===== config.mk =====
export PLATFORM = sky130hd
export DESIGN_NAME = pipeline_ctrl_flat
export DESIGN_NICKNAME = d
export VERILOG_FILES = /design/src/rtl/pipeline_ctrl_if.sv /design/src/rtl/pipeline_ctrl.sv /design/src/flat_wrapper.sv
export SDC_FILE = /design/constraint.sdc
export NUM_CORES = 1
export LEC_CHECK = 0
export CAP_MARGIN = 20
export CORE_ASPECT_RATIO = 1.25
export CORE_MARGIN = 5
export CORE_UTILIZATION = 40
export DETAILED_ROUTE_END_ITERATION = 8
export PLACE_DENSITY_LB_ADDON = 0.12
export SLEW_MARGIN = 30
export SYNTH_ARGS = -nofsm -noshare
export SYNTH_HDL_FRONTEND = slang
export SYNTH_SLANG_ARGS = --single-unit

===== constraint.sdc =====
create_clock -name clock -period 2.3 [get_ports clock]
set_clock_uncertainty 0.2 [all_clocks]
set_input_delay 0.345 -clock clock [delete_from_list [all_inputs] [get_ports clock]]
set_output_delay 0.345 -clock clock [all_outputs]
set_load 0.05 [all_outputs]

===== src/rtl/pipeline_ctrl_if.sv =====
// Control bundle between the five-stage datapath and the hazard/stall scheduler.
interface pipeline_ctrl_if #(
  parameter int unsigned CNT_W = 16
);
  localparam int unsigned REG_W = 5;
  localparam int unsigned FWD_W = 2;

  // ID-stage decode info and pipeline events
  logic             id_valid;
  logic [REG_W-1:0] id_rs1;
  logic [REG_W-1:0] id_rs2;
  logic             id_use_rs1;
  logic             id_use_rs2;
  logic [REG_W-1:0] id_rd;
  logic             id_wen;
  logic             id_load;
  logic             id_mem;
  logic             ex_brn_tkn;
  logic             mem_ack;

  // Pipeline controls and status
  logic             pc_en;
  logic             if_id_en;
  logic             if_id_flush;
  logic             id_ex_bubble;
  logic [FWD_W-1:0] fwd_a;
  logic [FWD_W-1:0] fwd_b;
  logic             mem_err;
  logic [CNT_W-1:0] stall_cnt;

  modport master (
    output id_valid, id_rs1, id_rs2, id_use_rs1, id_use_rs2, id_rd,
           id_wen, id_load, id_mem, ex_brn_tkn, mem_ack,
    input  pc_en, if_id_en, if_id_flush, id_ex_bubble, fwd_a, fwd_b,
           mem_err, stall_cnt
  );

  modport slave (
    input  id_valid, id_rs1, id_rs2, id_use_rs1, id_use_rs2, id_rd,
           id_wen, id_load, id_mem, ex_brn_tkn, mem_ack,
    output pc_en, if_id_en, if_id_flush, id_ex_bubble, fwd_a, fwd_b,
           mem_err, stall_cnt
  );
endinterface


===== src/rtl/pipeline_ctrl.sv =====
// Hazard/stall scheduler: shadows EX/MEM/WB register usage and drives PC/IF-ID
// enables, bubble/flush, ALU forwarding selects and the data-memory freeze.
// MEM/WB shadows keep only the fields their hazard checks actually read.
module pipeline_ctrl #(
  parameter int unsigned MEM_TIMEOUT = 16,
  parameter int unsigned CNT_W       = 16
) (
  input  logic           clock,
  input  logic           reset,
  pipeline_ctrl_if.slave bus
);
  localparam int unsigned REG_W  = 5;
  localparam int unsigned FWD_W  = 2;
  localparam int unsigned WAIT_W = $clog2(MEM_TIMEOUT + 1);

  localparam logic [FWD_W-1:0] FWD_RF  = 2'b00;
  localparam logic [FWD_W-1:0] FWD_MEM = 2'b01;
  localparam logic [FWD_W-1:0] FWD_WB  = 2'b10;

  typedef enum logic [0:0] {RUN = 1'b0, MEM_WAIT = 1'b1} state_t;

  typedef struct packed {
    logic             valid;
    logic             wen;
    logic [REG_W-1:0] rd;
  } dst_t;

  typedef struct packed {
    dst_t             dst;
    logic             load;
    logic             mem;
    logic [REG_W-1:0] rs1;
    logic [REG_W-1:0] rs2;
    logic             use1;
    logic             use2;
  } shadow_t;

  state_t            state_q, state_d;
  shadow_t           id_entry, ex_q;
  dst_t              mem_dst_q, wb_dst_q;
  logic              mem_acc_q;
  logic              flush_q;
  logic [WAIT_W-1:0] wait_cnt_q;
  logic              mem_err_q;
  logic [CNT_W-1:0]  stall_cnt_q;

  logic              mem_miss, load_use, freeze;
  logic              pc_en, if_id_en, flush, bubble;
  logic [FWD_W-1:0]  fwd_a, fwd_b;

  // Producer d writes the register consumed as rs; x0 never matches.
  function automatic logic hazard(dst_t d, logic [REG_W-1:0] rs, logic use_rs);
    return d.valid && d.wen && (d.rd != '0) && (d.rd == rs) && use_rs;
  endfunction

  // Youngest producer wins: MEM before WB, otherwise the register file.
  function automatic logic [FWD_W-1:0] fwd_sel(logic ex_valid, logic [REG_W-1:0] rs,
                                                logic use_rs, dst_t m, dst_t w);
    if (!ex_valid)           return FWD_RF;
    if (hazard(m, rs, use_rs)) return FWD_MEM;
    if (hazard(w, rs, use_rs)) return FWD_WB;
    return FWD_RF;
  endfunction

  // ID instruction as it would enter EX; the slot behind a redirect is squashed.
  always_comb begin
    id_entry           = '0;
    id_entry.dst.valid = bus.id_valid & ~flush_q;
    id_entry.dst.wen   = bus.id_wen;
    id_entry.dst.rd    = bus.id_rd;
    id_entry.load      = bus.id_load;
    id_entry.mem       = bus.id_mem;
    id_entry.rs1       = bus.id_rs1;
    id_entry.rs2       = bus.id_rs2;
    id_entry.use1      = bus.id_use_rs1;
    id_entry.use2      = bus.id_use_rs2;
  end

  // Load in EX feeding the instruction in ID.
  always_comb begin
    load_use = ex_q.load && id_entry.dst.valid &&
               (hazard(ex_q.dst, bus.id_rs1, bus.id_use_rs1) ||
                hazard(ex_q.dst, bus.id_rs2, bus.id_use_rs2));
  end

  // Next state and pipeline controls: memory freeze > redirect > load-use.
  always_comb begin
    state_d  = state_q;
    pc_en    = 1'b1;
    if_id_en = 1'b1;
    flush    = 1'b0;
    bubble   = 1'b0;
    freeze   = 1'b0;
    mem_miss = mem_dst_q.valid && mem_acc_q && !bus.mem_ack;

    case (state_q)
      RUN:      if (mem_miss)    state_d = MEM_WAIT;
      MEM_WAIT: if (bus.mem_ack) state_d = RUN;
      default:                   state_d = RUN;
    endcase

    if (mem_miss) begin
      freeze   = 1'b1;
      pc_en    = 1'b0;
      if_id_en = 1'b0;
    end else if (bus.ex_brn_tkn) begin
      flush  = 1'b1;
      bubble = 1'b1;
    end else if (load_use) begin
      pc_en    = 1'b0;
      if_id_en = 1'b0;
      bubble   = 1'b1;
    end

    if (reset) begin
      state_d  = RUN;
      pc_en    = 1'b1;
      if_id_en = 1'b1;
      flush    = 1'b0;
      bubble   = 1'b0;
      freeze   = 1'b0;
    end
  end

  // Forwarding selects for the instruction currently in EX.
  always_comb begin
    fwd_a = FWD_RF;
    fwd_b = FWD_RF;
    if (!reset) begin
      fwd_a = fwd_sel(ex_q.dst.valid, ex_q.rs1, ex_q.use1, mem_dst_q, wb_dst_q);
      fwd_b = fwd_sel(ex_q.dst.valid, ex_q.rs2, ex_q.use2, mem_dst_q, wb_dst_q);
    end
  end

  // FSM state and shadow pipeline; everything holds while frozen.
  always_ff @(posedge clock) begin
    if (reset) begin
      state_q   <= RUN;
      ex_q      <= '0;
      mem_dst_q <= '0;
      mem_acc_q <= 1'b0;
      wb_dst_q  <= '0;
      flush_q   <= 1'b0;
    end else begin
      state_q <= state_d;
      if (!freeze) begin
        wb_dst_q  <= mem_dst_q;
        mem_dst_q <= ex_q.dst;
        mem_acc_q <= ex_q.mem;
        ex_q      <= bubble ? '0 : id_entry;
        flush_q   <= flush;
      end
    end
  end

  // Wait-cycle counter and sticky timeout flag.
  always_ff @(posedge clock) begin
    if (reset) begin
      wait_cnt_q <= '0;
      mem_err_q  <= 1'b0;
    end else if (state_q == MEM_WAIT && !bus.mem_ack) begin
      if (wait_cnt_q != WAIT_W'(MEM_TIMEOUT)) wait_cnt_q <= wait_cnt_q + WAIT_W'(1);
      if (wait_cnt_q >= WAIT_W'(MEM_TIMEOUT - 1)) mem_err_q <= 1'b1;
    end else begin
      wait_cnt_q <= '0;
    end
  end

  // Saturating count of cycles with the PC held.
  always_ff @(posedge clock) begin
    if (reset) begin
      stall_cnt_q <= '0;
    end else if (!pc_en && stall_cnt_q != '1) begin
      stall_cnt_q <= stall_cnt_q + CNT_W'(1);
    end
  end

  assign bus.pc_en        = pc_en;
  assign bus.if_id_en     = if_id_en;
  assign bus.if_id_flush  = flush;
  assign bus.id_ex_bubble = bubble;
  assign bus.fwd_a        = fwd_a;
  assign bus.fwd_b        = fwd_b;
  assign bus.mem_err      = mem_err_q;
  assign bus.stall_cnt    = stall_cnt_q;
endmodule


===== src/flat_wrapper.sv =====
// flat-port wrapper written by rule: the top's interface ports become plain ports
module pipeline_ctrl_flat 
#(
  parameter int unsigned MEM_TIMEOUT = 16,
  parameter int unsigned CNT_W       = 16
)
  (clock, reset, bus_id_valid, bus_id_rs1, bus_id_rs2, bus_id_use_rs1, bus_id_use_rs2, bus_id_rd, bus_id_wen, bus_id_load, bus_id_mem, bus_ex_brn_tkn, bus_mem_ack, bus_pc_en, bus_if_id_en, bus_if_id_flush, bus_id_ex_bubble, bus_fwd_a, bus_fwd_b, bus_mem_err, bus_stall_cnt);
  pipeline_ctrl_if #(.CNT_W(CNT_W)) bus_i ();
  input  logic clock;
  input  logic reset;
  input wire logic [$bits(bus_i.id_valid)-1:0] bus_id_valid;
  input wire logic [$bits(bus_i.id_rs1)-1:0] bus_id_rs1;
  input wire logic [$bits(bus_i.id_rs2)-1:0] bus_id_rs2;
  input wire logic [$bits(bus_i.id_use_rs1)-1:0] bus_id_use_rs1;
  input wire logic [$bits(bus_i.id_use_rs2)-1:0] bus_id_use_rs2;
  input wire logic [$bits(bus_i.id_rd)-1:0] bus_id_rd;
  input wire logic [$bits(bus_i.id_wen)-1:0] bus_id_wen;
  input wire logic [$bits(bus_i.id_load)-1:0] bus_id_load;
  input wire logic [$bits(bus_i.id_mem)-1:0] bus_id_mem;
  input wire logic [$bits(bus_i.ex_brn_tkn)-1:0] bus_ex_brn_tkn;
  input wire logic [$bits(bus_i.mem_ack)-1:0] bus_mem_ack;
  output wire logic [$bits(bus_i.pc_en)-1:0] bus_pc_en;
  output wire logic [$bits(bus_i.if_id_en)-1:0] bus_if_id_en;
  output wire logic [$bits(bus_i.if_id_flush)-1:0] bus_if_id_flush;
  output wire logic [$bits(bus_i.id_ex_bubble)-1:0] bus_id_ex_bubble;
  output wire logic [$bits(bus_i.fwd_a)-1:0] bus_fwd_a;
  output wire logic [$bits(bus_i.fwd_b)-1:0] bus_fwd_b;
  output wire logic [$bits(bus_i.mem_err)-1:0] bus_mem_err;
  output wire logic [$bits(bus_i.stall_cnt)-1:0] bus_stall_cnt;
  assign bus_i.id_valid = bus_id_valid;
  assign bus_i.id_rs1 = bus_id_rs1;
  assign bus_i.id_rs2 = bus_id_rs2;
  assign bus_i.id_use_rs1 = bus_id_use_rs1;
  assign bus_i.id_use_rs2 = bus_id_use_rs2;
  assign bus_i.id_rd = bus_id_rd;
  assign bus_i.id_wen = bus_id_wen;
  assign bus_i.id_load = bus_id_load;
  assign bus_i.id_mem = bus_id_mem;
  assign bus_i.ex_brn_tkn = bus_ex_brn_tkn;
  assign bus_i.mem_ack = bus_mem_ack;
  assign bus_pc_en = bus_i.pc_en;
  assign bus_if_id_en = bus_i.if_id_en;
  assign bus_if_id_flush = bus_i.if_id_flush;
  assign bus_id_ex_bubble = bus_i.id_ex_bubble;
  assign bus_fwd_a = bus_i.fwd_a;
  assign bus_fwd_b = bus_i.fwd_b;
  assign bus_mem_err = bus_i.mem_err;
  assign bus_stall_cnt = bus_i.stall_cnt;
  pipeline_ctrl #(.MEM_TIMEOUT(MEM_TIMEOUT), .CNT_W(CNT_W)) u_core (.clock(clock), .reset(reset), .bus(bus_i));
endmodule

**After elaboration in Yosys (flattened, before gate mapping)**

Index checks and enable logic that the tools add are counted.

- Flip-flop bits (word level): 60
- Bits in latches: 0
- RAM bits: 0
- Memory bits (read-only): 0
- Input port bits: 25
- Output and inout bits: 25
- Memories: 0

- Add/subtract/negate cells: 2
- Multipliers: 0
- Div/mod/pow operators: 0
- Order comparisons: 1
- Equal/unequal tests: 8
- Shift-type cells: 0
- Muxes and demuxes: 45
- Bitwise operators: 4
- Reduce and logical (&&, ||, !) cells: 32

Operators by type and width:

| kind | count |
|---|---|
| equality test 5 bit | 6 |
| 2-to-1 mux 1 bit | 30 |
| 2-to-1 mux 2 bit | 13 |
| logical AND 1 bit | 24 |
| 2-to-1 mux 21 bit | 1 |
| adder 16 x 1 -> 16 bit, second input constant | 1 |
| != test 16 bit, second input constant | 1 |
| nonzero test 5 bit | 3 |
| adder 5 x 1 -> 5 bit, second input constant | 1 |
| >= comparator 5 x 4 -> 1 bit, second input constant | 1 |
| != test 5 bit, second input constant | 1 |
| NOT 1 bit | 3 |
| zero test 1 bit | 2 |
| one-hot mux 1 bit (2 select lines) | 1 |
| AND reduction 2 bit | 1 |
| OR reduction 2 bit | 1 |
| bitwise AND 1 bit | 1 |
| logical OR 1 bit | 1 |

**Longest topological paths before layout**

Gate-level depths: netlist (run 1).

- Depth in word-level cells: 14
- Gate-level depth with buffers: 9
- Depth with buffers taken out: 7

**Worst setup path after synthesis (run 1)**

OpenSTA, ideal clock, no wires.

- Path type: reg2out
- Start point: register u_core.mem_dst_q[1] (netlist bit)
- End point: output port bus_fwd_a[1]
- Arrival time: 2.290 ns
- Data required time: 1.755 ns
- Setup slack: -0.535 ns
- Cell stages (with the launch flop): 5
- Cell sequence: dfxtp_1 or4_1 o211ai_1 nor2_1 nor3_1

- Cells in the longest elaborated chain, start to end: 10
- Elaborated cells on any way between the ends: 14

RTL lines:

| what | line | text |
|---|---|---|
| start, declared | pipeline_ctrl.sv:40 | `dst_t mem_dst_q, wb_dst_q;` |
| start signal, assigned | pipeline_ctrl.sv:148 | `mem_dst_q <= ex_q.dst;` |
| nonzero test 5 bit | pipeline_ctrl.sv:53 | `return d.valid && d.wen && (d.rd != '0) && (d.rd == rs) && use_rs;` |
| logical AND 1 bit | pipeline_ctrl.sv:53 |  |
| logical AND 1 bit (*) (2 in a row) | pipeline_ctrl.sv:53 |  |
| 2-to-1 mux 2 bit or 2-to-1 mux 1 bit (tied branches) | pipeline_ctrl.sv:60 | `if (hazard(m, rs, use_rs)) return FWD_MEM;` |
| 2-to-1 mux 2 bit or 2-to-1 mux 1 bit (tied branches) | pipeline_ctrl.sv:61, pipeline_ctrl.sv:60 |  |
| 2-to-1 mux 2 bit or 2-to-1 mux 1 bit (tied branches) | pipeline_ctrl.sv:62, pipeline_ctrl.sv:129 |  |
| 2-to-1 mux 2 bit (*) | pipeline_ctrl.sv:61 | `if (hazard(w, rs, use_rs)) return FWD_WB;` |
| 2-to-1 mux 2 bit (*) | pipeline_ctrl.sv:60 |  |
| 2-to-1 mux 2 bit (*) | pipeline_ctrl.sv:129 | `if (!reset) begin` |
| end, declared | flat_wrapper.sv:26 | `output wire logic [$bits(bus_i.fwd_a)-1:0] bus_fwd_a;` |

Mark *: on every way between the ends. The rest lies on a longest branch, timed or not. The select of a mux whose other input is x is not followed.

**Worst setup path in the final report (run 1)**

- Start point: register u_core.ex_q[17] (netlist bit)
- End point: output port bus_if_id_en

- Cells in the longest elaborated chain, start to end: 10
- Elaborated cells on any way between the ends: 14

RTL lines:

| what | line | text |
|---|---|---|
| start, declared | pipeline_ctrl.sv:39 | `shadow_t id_entry, ex_q;` |
| start signal, assigned | pipeline_ctrl.sv:150 | `ex_q <= bubble ? '0 : id_entry;` |
| nonzero test 5 bit | pipeline_ctrl.sv:53 |  |
| logical AND 1 bit (3 in a row) | pipeline_ctrl.sv:53 |  |
| logical OR 1 bit (*) | pipeline_ctrl.sv:82 | `(hazard(ex_q.dst, bus.id_rs1, bus.id_use_rs1) \|\|` |
| logical AND 1 bit (*) | pipeline_ctrl.sv:81 | `load_use = ex_q.load && id_entry.dst.valid &&` |
| 2-to-1 mux 1 bit (*) | pipeline_ctrl.sv:109 | `end else if (load_use) begin` |
| 2-to-1 mux 1 bit (*) | pipeline_ctrl.sv:106 | `end else if (bus.ex_brn_tkn) begin` |
| 2-to-1 mux 1 bit (*) | pipeline_ctrl.sv:102 | `if (mem_miss) begin` |
| 2-to-1 mux 1 bit (*) | pipeline_ctrl.sv:115 | `if (reset) begin` |
| end, declared | flat_wrapper.sv:23 | `output wire logic [$bits(bus_i.if_id_en)-1:0] bus_if_id_en;` |

Mark *: on every way between the ends. The rest lies on a longest branch, timed or not.

==> results of run 1 <==
layout make-up:
type                       count  area share, %
tap                           90          2.527
clock inverter                 7          2.274
timing repair buffer         102          23.22
sequential                    60          27.37
multi-input combinational    245          40.99
clock buffer                   9          2.779
inverter                       8         0.8422
repair_timing:
action / in CTS / in global routing
gates cloned: 1 / 1
pin swaps: 25 / 19
setup buffers: 6 / 6
setup endpoints to repair: 31 / 40
hold buffers: 0 / 0
gates resized for setup: 39 / 24
per-stage QoR:
step / hold WS [ns] / instance area, sq um / total power [mW] / setup slack (ns) / cells
floorplan: 0.2321 / 2973 / 1.194 / -0.1627 / 329
global placement: 0.2431 / 3862 / 1.294 / -0.5931 / 494
detailed placement: 0.2475 / 3874 / 1.298 / -0.4434 / 495
CTS: 0.1825 / 4280 / 2.366 / -0.2058 / 516
global route: 0.1836 / 4457 / 2.460 / -0.2733 / 521
finish: 0.1959 / 4457 / 2.359 / -0.1794 / 521
worst max-delay path, stage by stage, from the launching register on:
cell and delay [ns]:
dfxtp_2 0.33, or4_4 0.55, o211ai_4 0.20, nor3_2 0.06, a21o_4 0.23, inv_8 0.09
buf_12 0.14
cell usage in the layout, fill, tap and decap left out, drive strengths merged, types with 3 or more instances in the layout:
| cell type | count |
|---|---|
| inv | 8 |
| nor4 | 7 |
| dlygate4sd2 | 9 |
| and3 | 5 |
| clkdlybuf4s50 | 32 |
| xor2 | 17 |
| nor2 | 24 |
| mux2 | 6 |
| nand4 | 6 |
| ha | 4 |
| xnor2 | 16 |
| o31ai | 3 |
| nor3 | 16 |
| o211ai | 4 |
| nor2b | 7 |
| clkinv | 3 |
| a21oi | 20 |
| buf | 60 |
| nand3 | 14 |
| a22o | 21 |
| or4 | 5 |
| clkbuf | 10 |
| nand2 | 44 |
| dfxtp | 60 |
power by group:
group	total (mW)	internal (mW)	leakage [nW]	switching [mW]
clock	1.06	0.615	0.106	0.450
combinational	0.213	0.118	1.16	0.0942
sequential	1.08	1.06	0.495	0.0218
path summary, 6_finish.rpt:
path / from / endpoint / slack [ns] / cells after the start
worst max-delay path: u_core.ex_q[17] / bus_if_id_en / -0.18 / 6
worst min-delay path: bus_id_rs1[0] / u_core.ex_q[7] / 0.20 / 2
worst max register to register: u_core.ex_q[18] / u_core.bus.stall_cnt[15] / -0.13 / 11
worst min register to register: u_core.flush_q / u_core.flush_q / 0.25 / 2
registers in the layout (all words and copies together), names as in the netlist:
signal / count
u_core.ex_q: 21
u_core.bus.stall_cnt: 16
u_core.mem_dst_q: 7
u_core.wb_dst_q: 7
u_core.wait_cnt_q: 5
u_core.bus.mem_err: 1
u_core.flush_q: 1
u_core.mem_acc_q: 1
u_core.state_q: 1
routing by layer:
| metal | vias to the layer above | wire length, um | GRT usage (%) |
|---|---|---|---|
| met3 | 12 | 273 | 4.684 |
| met4 | 0 | 138 | 6.459 |
| met5 | - | 0 | 0 |
| met1 | 1259 | 3339 | 20.97 |
| li1 | 1365 | - | - |
| met2 | 55 | 4030 | 30.09 |
logic make-up (layout without fill, tap and decap cells):
kind of cell | Yosys count | count (layout) | synth area share, %
fa+ha+maj | 4 | 4 | 1.717
buf+inv | 24 | 126 | 3.948
mux | 8 | 8 | 3.262
flops | 60 | 60 | 41.20
xor+xnor | 33 | 33 | 9.914
simple gates | 136 | 136 | 23.48
compound gates | 64 | 64 | 16.48
==> run summary, run 1 <==
- 2667 — number of global-route vias before repair
- 107.8% — share of the clock period used by the worst path
- 0.5339 ns — Slew @ Worst Pin
- 63.49% — utilization after layout
- 9 — total CTS buffers
- 64.13% — relative slew slack
- 52.88% — synth-to-layout area growth
- 12740 um — first-pass GRT wire length
- 30.39% — layout cell share with drive strength beyond 1
- 629 — filler cell count
- 1220 sq um — combined flip-flop and latch cell area
- 105.5 um — chip height
- 2.479 ns — Tmin final
- 1.75 ns — required arrival time at the worst endpoint
- in2reg — Hold WC Path Type
- 8.861 sq um — Syn Area/Cell
- 0 — DRC violation count after routing
- 30 — Finish-stage setup viols
- clkbuf_8 — clock tree root driver cell
- 0 — Syn. warnings
- 34 — row count
- 3 — CTS H-tree lvls
- yes — RSZ-0062 raised after global routing
- 0 — initial antenna violation count
- 0 — MaxCap Viol Count
- 2915 sq um — post-synthesis cell area
- 0 — number of hold violations in the final report
- 0 — Slew Viols, Final
- 86.36 um — horizontal die dimension
- dfxtp_1, nand2_1, nor2_1 — top cell types by occurrence after synthesis
- 5.165 — vias per cell
- 9107 sq um — die footprint
- 0 — Post-DRT Antenna Nets
- done — clock tree from TritonCTS
- 455 — number of nets in the final layout
- 329 — count of mapped cells out of synthesis
- -0.1794 ns — final setup slack of the worst path
- 7019 sq um — core region area
- 0 — number of enable-type register cells in the synthesized netlist
- 60 — number of synthesized register bits
- 0 — global route total overflow
- 0.8015 — Placer Congestion
- 1.93 ns — CP Data Arrival Time
- dfxtp_1 — count leader, synth
- 1827 sq um — footprint of the multi-input gates
- 0% — share of flip-flops with an asynchronous set or reset after synthesis
- 4 — first drt pass iteration count
- 5604 um — HPWL after detailed placement
- 0.34 ns — clock latency on the worst-skew pair
- 0 — n_diodes
- 41.20% — share of the yosys chip area belonging to registers
- 127 — drt first-iter violations
- 529.4 nW/um^2 — Power Density
- 23 — pin count of the biggest net entering global routing
- 358 — post-synth net total
- flip-flop — startpoint class of the critical path
- 0.08 ns — clock edge transition at the registers on the reported setup and hold paths
- 41.53% — initial core utilization
- 50 — I/O pins
- 2 — Max clock buf depth
- 60 — clock sink count
- -1.843 ns — Post-Route Setup TNS
- finished with violations — outcome
- 14.94 um — mean routed wirelength per cell
- primary output — capturing element type of the critical path
- negative setup slack — failing checks
- 4 — largest fanout on the critical path
- 17.63% — Total GRT Usage
- 41.20% — area share of the leading cell type in the synthesized netlist
- 49 — port buffer count
- 311.9 uV — IR drop worst, VDD
- dfxtp_1, a22o_1, nand2_1 — ranking of synthesized cells by area
- 1.756 nW — Leak
- dfxtp_1 — Yosys top cell by area
- 7782 um — final wirelength
- 52 — Synth cell types
- dfxtp_1 — most used flip-flop cell after synthesis
- reg2out — kind of critical path
- 2691 — overall via count from detail_route
- 0.4033 GHz — maximum frequency from static timing analysis
No activity file was read; power rests on OpenSTA's default activity.
==> inputs of run 2 (changes only) <==
--- a/config.mk
+++ b/config.mk
@@ -5,6 +5,7 @@
 export SDC_FILE = /design/constraint.sdc
 export NUM_CORES = 1
 export LEC_CHECK = 0
+export ABC_AREA = 0
 export CAP_MARGIN = 20
 export CORE_ASPECT_RATIO = 1.25
 export CORE_MARGIN = 5
==> results of run 2 <==
No change in the layout: final DEF, timing and power equal those of run 1.
==> patch: new RTL, settings of run 1 <==
`CNT_W` is set to 16 in 3 places; all go to 18.
--- a/src/rtl/pipeline_ctrl_if.sv
+++ b/src/rtl/pipeline_ctrl_if.sv
@@ -1,6 +1,6 @@
 // Control bundle between the five-stage datapath and the hazard/stall scheduler.
 interface pipeline_ctrl_if #(
-  parameter int unsigned CNT_W = 16
+  parameter int unsigned CNT_W = 18
 );
   localparam int unsigned REG_W = 5;
   localparam int unsigned FWD_W = 2;
--- a/src/rtl/pipeline_ctrl.sv
+++ b/src/rtl/pipeline_ctrl.sv
@@ -3,7 +3,7 @@
 // MEM/WB shadows keep only the fields their hazard checks actually read.
 module pipeline_ctrl #(
   parameter int unsigned MEM_TIMEOUT = 16,
-  parameter int unsigned CNT_W       = 16
+  parameter int unsigned CNT_W       = 18
 ) (
   input  logic           clock,
   input  logic           reset,
--- a/src/flat_wrapper.sv
+++ b/src/flat_wrapper.sv
@@ -2,7 +2,7 @@
 module pipeline_ctrl_flat 
 #(
   parameter int unsigned MEM_TIMEOUT = 16,
-  parameter int unsigned CNT_W       = 16
+  parameter int unsigned CNT_W       = 18
 )
   (clock, reset, bus_id_valid, bus_id_rs1, bus_id_rs2, bus_id_use_rs1, bus_id_use_rs2, bus_id_rd, bus_id_wen, bus_id_load, bus_id_mem, bus_ex_brn_tkn, bus_mem_ack, bus_pc_en, bus_if_id_en, bus_if_id_flush, bus_id_ex_bubble, bus_fwd_a, bus_fwd_b, bus_mem_err, bus_stall_cnt);
   pipeline_ctrl_if #(.CNT_W(CNT_W)) bus_i ();
Interface: changed (resized bus_stall_cnt); port bits go from 50 to 52. No check against the original RTL was run, so the function may have changed too.
==> patch against run 1 <==
The flow still finishes with violations (negative setup slack); synthesized area is 2.5% lower; routed wire length is 6.5% lower; power is 10% lower; setup slack worse by 0.0052 ns; register-to-register slack better by 0.18 ns; fmax is 0.21% lower; final area is 8.2% lower; sequential cell count is 2 higher; critical path type unchanged; largest power group unchanged.
==> patch: results <==
set metrics [dict create \
    status "finished with violations" \
    violations "negative setup slack" \
    layout_setup_ws_ns -0.185 \
    syn_avg_cell_area_um2 8.82 \
    powerDensity_nw_per_um2 518 \
    ir_drop_mv 0.344 \
    synth-adder-area-share 0.0176 \
    whs_ns 0.0867 \
    ctsResizeCount 8 \
    p_leak_nw 1.63 \
    grt_use_met3 0.0436 \
    gp_congestion 0.788 \
    finalSetupViolCount 7 \
    via_count 2546 \
    drt_wl_total_mm 7.28 \
    synth_cell_type_count 39 \
    r2r_end "u_core.bus.stall_cnt[3]" \
    hpwl_mm 5.29 \
    antenna_found_initial 0 \
    synth_mux_area_frac 0.00881 \
    startpoint "u_core.ex_q[14]" \
    cts_inserted_buffers 9 \
    drive_above_1_share 0.224 \
    grt_use_met1 0.192 \
    crit_path_max_incr_delay_ns 0.53 \
    track_usage 0.169 \
    synth_xor_area_frac 0.148 \
    synth.net_count 351 \
    synth_seq_area_share 0.437 \
    path_max_fanout 2 \
    grt_use_met2 0.288 \
    crit_path_end "bus_id_ex_bubble" \
    synth_area_leaders "dfxtp_1 44%, xnor2_1 9.6%, a22o_1 6.5%, xor2_1 5.2%, nand2_1 4.9%" \
    dr_wl_met3_um 226 \
    grt_pass1_wl_mm 12.0 \
    cts_setup_buffers 3 \
    postPlaceCellArea_um2 3730 \
    synthTopCellsByCount "62 x dfxtp_1, 37 x nand2_1, 32 x nor2_1" \
    grt_max_degree 27 \
    place_inst 478 \
    synth_compound_area_frac 0.122 \
    ff2ff_setup_slack_ns 0.05 \
    worst_pin_slew_ns 0.553 \
    totalNegativeSetupSlack_ns -0.747 \
    route.met2.wl_mm 3.78 \
    drt_iter0_drc 107 \
    io_buffers 51 \
    sw_frac_of_total 0.249 \
    avgRoutedWirePerCell_um 14.6 \
]
-- patch: worst min-delay path by stage --
stage,startpoint,endpoint,cells after the start
floorplan,u_core.flush_q,u_core.flush_q,1
global placement,u_core.wb_dst_q[5],u_core.wb_dst_q[5],2
detailed placement,u_core.flush_q,u_core.flush_q,1
CTS,u_core.flush_q,u_core.flush_q,1
global route,bus_id_rs1[1],u_core.ex_q[8],2
finish,bus_id_rs2[1],u_core.ex_q[3],2
-- patch: cell families after synthesis --
| family | Yosys count |
|---|---|
| XOR/XNOR | 48 |
| AND/OR/NAND/NOR | 138 |
| buffers and inverters | 21 |
| multiplexers | 2 |
| adder cells (fa/ha/maj) | 4 |
| flip-flops | 62 |
| AO/OA/AOI/OAI | 47 |
-- patch: cell type report --
class / count / area (um2)
flip-flops and latches: 62 / 1250
clock buffers: 10 / 128
inverters: 6 / 22.5
multi-input cells: 239 / 1670
well taps: 90 / 113
clock inverters: 6 / 38.8
repair buffers: 84 / 873
fillers: 629 / 2840
